### config.mk
export PLATFORM = sky130hd
export DESIGN_NAME = shift_universal_flat
export DESIGN_NICKNAME = d
export VERILOG_FILES = /design/src/rtl/shift_pkg.sv /design/src/rtl/shift_universal_if.sv /design/src/rtl/shift_word_counter.sv /design/src/rtl/shift_universal.sv /design/src/flat_wrapper.sv
export SDC_FILE = /design/constraint.sdc
export NUM_CORES = 1
export LEC_CHECK = 0
export CAP_MARGIN = 0
export CORE_UTILIZATION = 45
export DETAILED_ROUTE_END_ITERATION = 12
export PLACE_DENSITY_LB_ADDON = 0.25
export SYNTH_ARGS = -nofsm -noshare
export SYNTH_HDL_FRONTEND = slang
export SYNTH_SLANG_ARGS = --single-unit
export TNS_END_PERCENT = 50
### constraint.sdc
create_clock -name clk -period 2 [get_ports clk]
set_input_delay 0.6 -clock clk [delete_from_list [all_inputs] [get_ports clk]]
set_output_delay 0.6 -clock clk [all_outputs]
set_load 0.1 [all_outputs]
### src/rtl/shift_pkg.sv
// rtl/shift_pkg.sv - shared encodings for the universal shift register
// Purpose: mode and shift-direction encodings used by shift_universal and its counter.
// Ports: none (package).
package shift_pkg;

  // Operation select, 2 bits
  localparam logic [1:0] MODE_HOLD = 2'b00;
  localparam logic [1:0] MODE_SHR  = 2'b01;
  localparam logic [1:0] MODE_SHL  = 2'b10;
  localparam logic [1:0] MODE_LOAD = 2'b11;

  // Shift direction as tracked by the word counter
  typedef enum logic {
    DIR_R = 1'b0,
    DIR_L = 1'b1
  } dir_t;

  // Width of the shift counter for a given register width
  function automatic int cnt_width(input int width);
    return (width > 1) ? $clog2(width) : 1;
  endfunction

endpackage

### src/rtl/shift_universal_if.sv
// rtl/shift_universal_if.sv - control/data bundle of the universal shift register
// Purpose: groups operation controls, serial/parallel inputs and register outputs.
// Signals:
//   en, mode, sin_r, sin_l, pdata : driven by the master (controller/bench)
//   q, sout_r, sout_l, cnt, word_valid : driven by the slave (shift_universal)
// Modports: master (drives controls), slave (the shift register).
interface shift_universal_if #(
  parameter int WIDTH = 5
);
  import shift_pkg::*;

  localparam int CW = cnt_width(WIDTH);

  logic             en;
  logic [1:0]       mode;
  logic             sin_r;
  logic             sin_l;
  logic [WIDTH-1:0] pdata;
  logic [WIDTH-1:0] q;
  logic             sout_r;
  logic             sout_l;
  logic [CW-1:0]    cnt;
  logic             word_valid;

  modport master (
    output en, mode, sin_r, sin_l, pdata,
    input  q, sout_r, sout_l, cnt, word_valid
  );

  modport slave (
    input  en, mode, sin_r, sin_l, pdata,
    output q, sout_r, sout_l, cnt, word_valid
  );

endinterface

### src/rtl/shift_word_counter.sv
// rtl/shift_word_counter.sv - shift counter and word-complete strobe
// Purpose: counts shifts in the current direction modulo WIDTH and pulses
//   o_word_valid for one cycle after the WIDTH-th shift of a word.
// Ports:
//   clk          rising-edge clock
//   reset        asynchronous active-high reset
//   i_shift      a shift (either direction) happens on this edge
//   i_dir        direction of that shift (DIR_R / DIR_L)
//   i_clear      parallel load: restart the word, keep last direction
//   o_cnt        shifts completed in the current word, 0..WIDTH-1
//   o_word_valid registered one-cycle word-complete pulse
module shift_word_counter
  import shift_pkg::*;
#(
  parameter int WIDTH = 5,
  localparam int CW   = cnt_width(WIDTH)
) (
  input  logic          clk,
  input  logic          reset,
  input  logic          i_shift,
  input  dir_t          i_dir,
  input  logic          i_clear,
  output logic [CW-1:0] o_cnt,
  output logic          o_word_valid
);

  localparam logic [CW-1:0] CNT_MAX = CW'(WIDTH - 1);
  localparam logic [CW-1:0] CNT_ONE = CW'(1);

  logic [CW-1:0] r_cnt;
  logic          r_word_valid;
  dir_t          r_last_dir;

  always_ff @(posedge clk or posedge reset) begin
    if (reset) begin
      r_cnt        <= '0;
      r_word_valid <= 1'b0;
      r_last_dir   <= DIR_R;
    end else if (i_clear) begin
      r_cnt        <= '0;
      r_word_valid <= 1'b0;
    end else if (i_shift) begin
      if (i_dir == r_last_dir) begin
        // Wrap modulo WIDTH, not modulo 2^CW
        if (r_cnt == CNT_MAX) begin
          r_cnt        <= '0;
          r_word_valid <= 1'b1;
        end else begin
          r_cnt        <= r_cnt + CNT_ONE;
          r_word_valid <= 1'b0;
        end
      end else begin
        // Reversal abandons the partial word; this shift is the first of a new one
        r_cnt        <= CNT_ONE;
        r_last_dir   <= i_dir;
        r_word_valid <= 1'b0;
      end
    end else begin
      r_word_valid <= 1'b0;
    end
  end

  assign o_cnt        = r_cnt;
  assign o_word_valid = r_word_valid;

endmodule

### src/rtl/shift_universal.sv
// rtl/shift_universal.sv - parametrised universal shift register
// Purpose: hold / shift right / shift left / parallel load register with
//   serial outputs at both ends, a per-word shift counter and a word strobe.
// Ports:
//   clk    rising-edge clock
//   reset  asynchronous active-high reset
//   bus    shift_universal_if.slave: en, mode, sin_r, sin_l, pdata in;
//          q, sout_r, sout_l, cnt, word_valid out
module shift_universal
  import shift_pkg::*;
#(
  parameter int               WIDTH       = 5,
  parameter logic [WIDTH-1:0] RESET_VALUE = '0,
  localparam int              CW          = cnt_width(WIDTH)
) (
  input logic               clk,
  input logic               reset,
  shift_universal_if.slave  bus
);

  logic [WIDTH-1:0] r_q;
  logic [1:0]       w_op;
  logic             w_shift;
  dir_t             w_dir;
  logic             w_clear;
  logic [CW-1:0]    w_cnt;
  logic             w_word_valid;

  // en=0 is indistinguishable from HOLD
  assign w_op    = bus.en ? bus.mode : MODE_HOLD;
  assign w_shift = (w_op == MODE_SHR) || (w_op == MODE_SHL);
  assign w_dir   = (w_op == MODE_SHL) ? DIR_L : DIR_R;
  assign w_clear = (w_op == MODE_LOAD);

  always_ff @(posedge clk or posedge reset) begin
    if (reset) begin
      r_q <= RESET_VALUE;
    end else begin
      case (w_op)
        MODE_SHR:  r_q <= {bus.sin_r, r_q[WIDTH-1:1]};
        MODE_SHL:  r_q <= {r_q[WIDTH-2:0], bus.sin_l};
        MODE_LOAD: r_q <= bus.pdata;
        default:   r_q <= r_q;
      endcase
    end
  end

  shift_word_counter #(
    .WIDTH (WIDTH)
  ) u_counter (
    .clk          (clk),
    .reset        (reset),
    .i_shift      (w_shift),
    .i_dir        (w_dir),
    .i_clear      (w_clear),
    .o_cnt        (w_cnt),
    .o_word_valid (w_word_valid)
  );

  assign bus.q          = r_q;
  assign bus.sout_r     = r_q[0];
  assign bus.sout_l     = r_q[WIDTH-1];
  assign bus.cnt        = w_cnt;
  assign bus.word_valid = w_word_valid;

endmodule

### src/flat_wrapper.sv
// flat-port wrapper written by rule: the top's interface ports become plain ports
module shift_universal_flat import shift_pkg::*;
#(
  parameter int               WIDTH       = 5,
  parameter logic [WIDTH-1:0] RESET_VALUE = '0,
  localparam int              CW          = cnt_width(WIDTH)
)
  (clk, reset, bus_en, bus_mode, bus_sin_r, bus_sin_l, bus_pdata, bus_q, bus_sout_r, bus_sout_l, bus_cnt, bus_word_valid);
  shift_universal_if #(.WIDTH(WIDTH)) bus_i ();
  input logic clk;
  input logic reset;
  input wire logic [$bits(bus_i.en)-1:0] bus_en;
  input wire logic [$bits(bus_i.mode)-1:0] bus_mode;
  input wire logic [$bits(bus_i.sin_r)-1:0] bus_sin_r;
  input wire logic [$bits(bus_i.sin_l)-1:0] bus_sin_l;
  input wire logic [$bits(bus_i.pdata)-1:0] bus_pdata;
  output wire logic [$bits(bus_i.q)-1:0] bus_q;
  output wire logic [$bits(bus_i.sout_r)-1:0] bus_sout_r;
  output wire logic [$bits(bus_i.sout_l)-1:0] bus_sout_l;
  output wire logic [$bits(bus_i.cnt)-1:0] bus_cnt;
  output wire logic [$bits(bus_i.word_valid)-1:0] bus_word_valid;
  assign bus_i.en = bus_en;
  assign bus_i.mode = bus_mode;
  assign bus_i.sin_r = bus_sin_r;
  assign bus_i.sin_l = bus_sin_l;
  assign bus_i.pdata = bus_pdata;
  assign bus_q = bus_i.q;
  assign bus_sout_r = bus_i.sout_r;
  assign bus_sout_l = bus_i.sout_l;
  assign bus_cnt = bus_i.cnt;
  assign bus_word_valid = bus_i.word_valid;
  shift_universal #(.WIDTH(WIDTH), .RESET_VALUE(RESET_VALUE)) u_core (.clk(clk), .reset(reset), .bus(bus_i));
endmodule
; ---- Word level (Yosys, flattened, before mapping)
; Cells that the tools add are included.
[op_classes]
n_reduce_logical = 4
n_bitwise = 2
n_eq_ne = 5
n_addsub = 1
n_mux = 11
[ops]
columns = op, count
row1 = $pmux 5 s3, 1
row2 = $mux 3, 4
row3 = $mux 1, 5
row4 = $eq 2x2->1 const B, 2
row5 = $add 3x1->3 const B, 1
row6 = $eq 3x3->1 const B, 1
row7 = $reduce_and 3->1, 1
row8 = $reduce_bool 3->1, 1
row9 = $eq 2x1->1 const B, 1
row10 = $mux 2, 1
row11 = $not 1->1, 2
row12 = $reduce_bool 2->1, 1
row13 = $eq 1x1->1, 1
row14 = $logic_or 1x1->1, 1
[word_totals]
input_bits = 12
out_inout_bits = 11
ff_bits = 10
wordCells = 27

; ---- Logic depth before layout (Yosys ltp)
; Gate-level depths: netlist of the first run.
[logic_depth]
ltp_word = 7
ltp_mapped = 7

; ---- By module
; A second synthesis of the first run with hierarchy kept.
[hier_totals]
hier_cells = 65
hier_area_um2 = 611.8
[by_module_without_submodules]
columns = mod, area_per_inst_um2, n_inst, cells_each
row1 = shift_universal, 339.1, 1, 38
row2 = shift_word_counter, 272.8, 1, 27

; ---- Worst setup path after synthesis of the first run
; OpenSTA, ideal clock, no wires.
[synth_path]
path_kind = register to output
start = reg u_core.r_q[4], in the netlist u_core.bus.q[4]
end = out bus_q[4]
t_arrival_ns = 1.356
required_time_ns = 1.400
n_path_buf = 1
path_slack_ns = 0.044
path_stages_with_launch = 2
path_cell_list = dfrtp_1 buf_4
[synth_rtl]
columns = element, line_no
row1 = from (decl), shift_universal.sv:21  ; logic [WIDTH-1:0] r_q;
row2 = from (signal assigned), shift_universal.sv:40  ; MODE_SHR: r_q <= {bus.sin_r, r_q[WIDTH-1:1]};
row3 = from (signal assigned), shift_universal.sv:41  ; MODE_SHL: r_q <= {r_q[WIDTH-2:0], bus.sin_l};
row4 = from (signal assigned), shift_universal.sv:42  ; MODE_LOAD: r_q <= bus.pdata;
row5 = to (decl), flat_wrapper.sv:17  ; output wire logic [$bits(bus_i.q)-1:0] bus_q;
; No word-level cell between the ends.

; ---- Final worst setup path of the first run
[layout_path]
start = in bus_en
end = reg u_core.r_q[1], in the netlist u_core.bus.q[1]
[layout_between]
elab_chain_cells = 3
[layout_rtl]
columns = element, line_no
row1 = from (decl), flat_wrapper.sv:12  ; input wire logic [$bits(bus_i.en)-1:0] bus_en;
row2 = $mux 2 *, shift_universal.sv:30  ; assign w_op = bus.en ? bus.mode : MODE_HOLD;
row3 = $eq 2x2->1 or $eq 2x1->1 (tied branches), shift_universal.sv:39  ; case (w_op)
row4 = $pmux 5 s3 or $reduce_bool 3->1 (tied branches), --
; Mark *: on every way between the ends. The rest lies on a longest branch, timed or not.
; A chain may end at the register's enable or synchronous reset.

==> flow_results.org, run 1 <==
** Status
- The run finished with clean final reports.

** Placed design
- Gpl congestion :: ~0.84
- Once detailed placement completed, the half-perimeter wirelength came to 1380 µm.
- In this run the tool buffered the top-level ports with 22 buffer cells.

** Floorplan
- I/O Pins :: 23
- Die footprint :: between 1500 and 2000 µm²
- Once the floorplan was initialized, standard cells occupied roughly 52% of the core.
- Width of the die :: 39.1 µm
- Row Count :: 12
- In this run the vertical extent of the chip is slightly below 40 µm.
- The core region is 1190 µm².

** Global routing
- Combined global-route utilization of all metal layers :: 29.7%
- Met3 usage :: 6.36%
- For this run the aggregate overflow at the end of global routing stands at 0.
- Layer with the highest usage :: met2
- Entering global routing, the biggest net connects 11 pins.
- Antenna violations before repair :: 0
- The first global-routing pass estimated 2960 µm of wire.
- Global routing used 49.6% of the available met2 tracks.
- The number of global-route vias before repair came to 639.
- Global routing usage on met1 :: 35.8%

** Detailed routing
- Number of iterations in the first detailed-routing pass :: 4
- In the final routed layout, each cell accounts on average for 16.0 µm.
- Post-route DRC violation count :: 0
- Using the TritonRoute via totals, the vias-per-cell ratio works out to 6.15.
- Wires add up to around 1800 µm.
- Via count of the routed design :: 689
- Drt initial violations :: 78
- The count of nets left with antenna violations once routing finished came out at 0.

** Power and ir drop
- For this design the total switching power over the nets is 0.000648 W.
- Switching share of power :: 50.7%
- Clock power share :: between 10% and 20%
- In this run the power density over the cells is 1250 nW/µm².
- The design draws between 0.001 and 0.0015 W.
- Worst voltage drop across the vdd grid :: 0.918 mV
- Logic pwr share :: 59.4%
- Cell internal power was estimated by the tool at about 0.00063 W.
- For this design the static power due to leakage is 0.474 nW.
- The share of total power dissipated in sequential elements is 25.6%.

** Timing
- Hold is met by around 600 ps.
- FMAX :: 0.536 GHz
- Setup violations remaining at the end of the flow were counted as 0.
- Measured against its own limit, the worst slew margin works out to 73.7%.
- Tmin final :: 1870 ps
- On the final layout, the worst clock skew is 1.09 ps.
- Final period utilization :: 93.3%
- Fin. max-slew vios :: 0
- Worst-Margin Slew :: 394 ps
- Final Hold Viols :: 0
- RSZ-0062 raised after global routing :: no

** Clocking
- Clock tree from TritonCTS :: yes
- Number of levels in the clock H-tree :: 1
- Post-CTS repair changed the size of 0 cells.
- CTS root buf :: sky130_fd_sc_hd__clkbuf_4
- The longest clock path from root to sink contains 2 buffers.
- Clock-pin slew on the worst setup and hold paths :: 70 ps
- In this run the post-CTS setup repair buffer count came out at 0.
- Number of sinks driven by the clock tree :: 10
- Clock latency on the worst-skew pair, taken at its later pin, is 270 ps.
- Quantity of hold-fixing buffers added after cts :: 0
- Clock tree synthesis inserted a total of 3 buffers.

** Critical path
- Category of the worst setup path launch point :: input port
- Maximum fanout encountered on the critical timing path :: 7
- For the worst setup path, the data arrival time is between 2000 and 2500 ps.
- The worst register-to-register path has a setup slack of between 700 and 800 ps.
- Worst Path Class, Setup :: input port to flip-flop
- Required @ worst endpoint :: approximately 2200 ps
- The worst register-to-register path ends at u_core.u_counter.o_cnt[0].
- Cell count of the worst reg-to-reg path :: 5
- Reg-to-reg critical path startpoint :: u_core.u_counter.o_cnt[0]
- Crit. End Element :: flip-flop

** Worst hold path
- The min-delay analysis places its worst path in the category flip-flop to flip-flop.
- End point of the most critical hold path :: u_core.u_counter.o_cnt[1]
- Worst min-delay path startpoint :: u_core.u_counter.o_cnt[1]
- Hold Path Stages :: 2

** Synthesis
- Each instance of the synthesized netlist takes up on average 8.83 µm².
- Synthesis instantiated 23 different standard cells from the library.
- Of the post-synthesis cell area, the dominant cell type holds 40.5%.
- Among all flip-flop cells after synthesis, the most frequent one is sky130_fd_sc_hd__dfrtp_1.
- The synthesized design contains 0 enable-type register cells.
- Sorting the synthesized cells by area gives the leading types as sky130_fd_sc_hd__dfrtp_1, sky130_fd_sc_hd__nand2_1, sky130_fd_sc_hd__o31ai_1.
- The synthesized design spends more area on one cell type than any other, namely sky130_fd_sc_hd__dfrtp_1.
- Synthesis-stage register bit count :: 10
- Number of nets produced by synthesis :: 85
- For this run, the register share of the synthesized area comes to a little over 40%.
- Post-synthesis instance area :: just over 600 µm²
- Proportion of register bits with asynchronous set or reset after synthesis :: 100%
- Synthesis produced a netlist whose cell count is 70.
- Yosys printed 0 warnings.

** Layout
- The area growth from synthesis to layout is 65.0%.
- The library cell used most frequently in the layout, excluding fill and tap cells, is sky130_fd_sc_hd__nand2_1.
- Utilization of the core after routing :: between 80% and 90%
- The repair_antennas step left the layout with diodes totalling 0.
- Number of nets in the final layout :: 114
- Share of final-layout standard cells stronger than drive strength 1 :: 25.5%
- The top cell types in the final layout, fill and taps aside, are sky130_fd_sc_hd__nand2_1, sky130_fd_sc_hd__clkdlybuf4s50_1, sky130_fd_sc_hd__buf_12, sky130_fd_sc_hd__dfrtp_1.

** Flow run
- Max-cap violations in this run came to 0.
worst max-delay path: stages:
cell and delay [ps]:
sky130_fd_sc_hd__clkdlybuf4s50_1 500, sky130_fd_sc_hd__nand2_1 80, sky130_fd_sc_hd__ha_1 300, sky130_fd_sc_hd__a221oi_1 400
sky130_fd_sc_hd__o31ai_1 130
sequential cells by signal, summed over array words and instances (netlist names):
name	cells
u_core.bus.q	5
u_core.u_counter.o_word_valid	1
u_core.u_counter.r_last_dir	1
u_core.u_counter.o_cnt	3
kinds of logic (layout without fill, tap and decap cells):
kind of cell	count (synthesis)	in the layout	share of synthesized area (%)
AND/OR/NAND/NOR	23	23	15.4
AO/OA/AOI/OAI	20	20	25.3
buffers and inverters	12	40	9.92
flip-flops	10	10	40.5
adder cells (fa/ha/maj)	3	3	6.07
XOR/XNOR	2	2	2.83
worst max path at each step:
stage / startpoint / end / slack, ps
after floorplan: u_core.bus.q[4] / bus_q[4] / 40
after detailed placement: bus_en / u_core.u_counter.o_cnt[0] / -150
after global placement: bus_en / u_core.u_counter.o_cnt[0] / 40
after global routing: bus_en / u_core.bus.q[2] / 100
final: bus_en / u_core.bus.q[1] / 130
after CTS: bus_en / u_core.u_counter.o_cnt[0] / 150
area by class of cell:
type | count | area [µm²]
flip-flops and latches | 10 | 250
well taps | 14 | 17.5
repair buffers | 29 | 383
clock buffers | 4 | 36.3
multi-input cells | 48 | 307
inverters | 7 | 26.3
fillers | 62 | 166
per-stage QoR:
| stage | setup TNS [ps] | worst slack (ps) | instances | area (µm²) |
|---|---|---|---|---|
| CTS | 0 | 149 | 112 | 1020 |
| global placement | 0 | 43.1 | 108 | 983 |
| detailed placement | -414 | -147 | 108 | 983 |
| finish | 0 | 134 | 112 | 1020 |
| floorplan | 0 | 44.2 | 70 | 618 |
| global route | 0 | 101 | 112 | 1020 |
cells in the mapped netlist (2+ instances only):
master,count
sky130_fd_sc_hd__inv_1,6
sky130_fd_sc_hd__buf_4,2
sky130_fd_sc_hd__dfrtp_1,10
sky130_fd_sc_hd__a21oi_1,2
sky130_fd_sc_hd__o31ai_1,6
sky130_fd_sc_hd__xor2_1,2
sky130_fd_sc_hd__nand2_1,13
sky130_fd_sc_hd__nor2_1,7
sky130_fd_sc_hd__a221oi_1,5
sky130_fd_sc_hd__o21ai_0,2
sky130_fd_sc_hd__ha_1,3
power groups by stage:
| stage | clock network [W] | logic [W] | registers, W |
|---|---|---|---|
| floorplan | 0 | 0.000192 | 0.000596 |
| global placement | 0 | 0.000739 | 0.000324 |
| detailed placement | 0 | 0.000758 | 0.000328 |
| CTS | 0.000190 | 0.000761 | 0.000326 |
| global route | 0.000206 | 0.000789 | 0.000334 |
| finish | 0.000192 | 0.000760 | 0.000327 |
per-layer routing:
metal / wire (µm) / vias up
met1: 621 / 314
met3: 174 / 16
met5: 0 / -
met4: 83 / 0
met2: 911 / 58
li1: - / 301
Note: power is estimated with default switching activity, not from simulation.
==> run 2, diff against run 1 <==
- ABC_AREA: unset -> 0
==> results of run 2 <==
The final DEF is identical to that of run 1; final timing and power are the same.
==> run 3, diff against run 2 <==
- GPL_ROUTABILITY_DRIVEN: unset -> 0
==> results of run 3 <==
The final DEF is identical to that of run 1; final timing and power are the same.
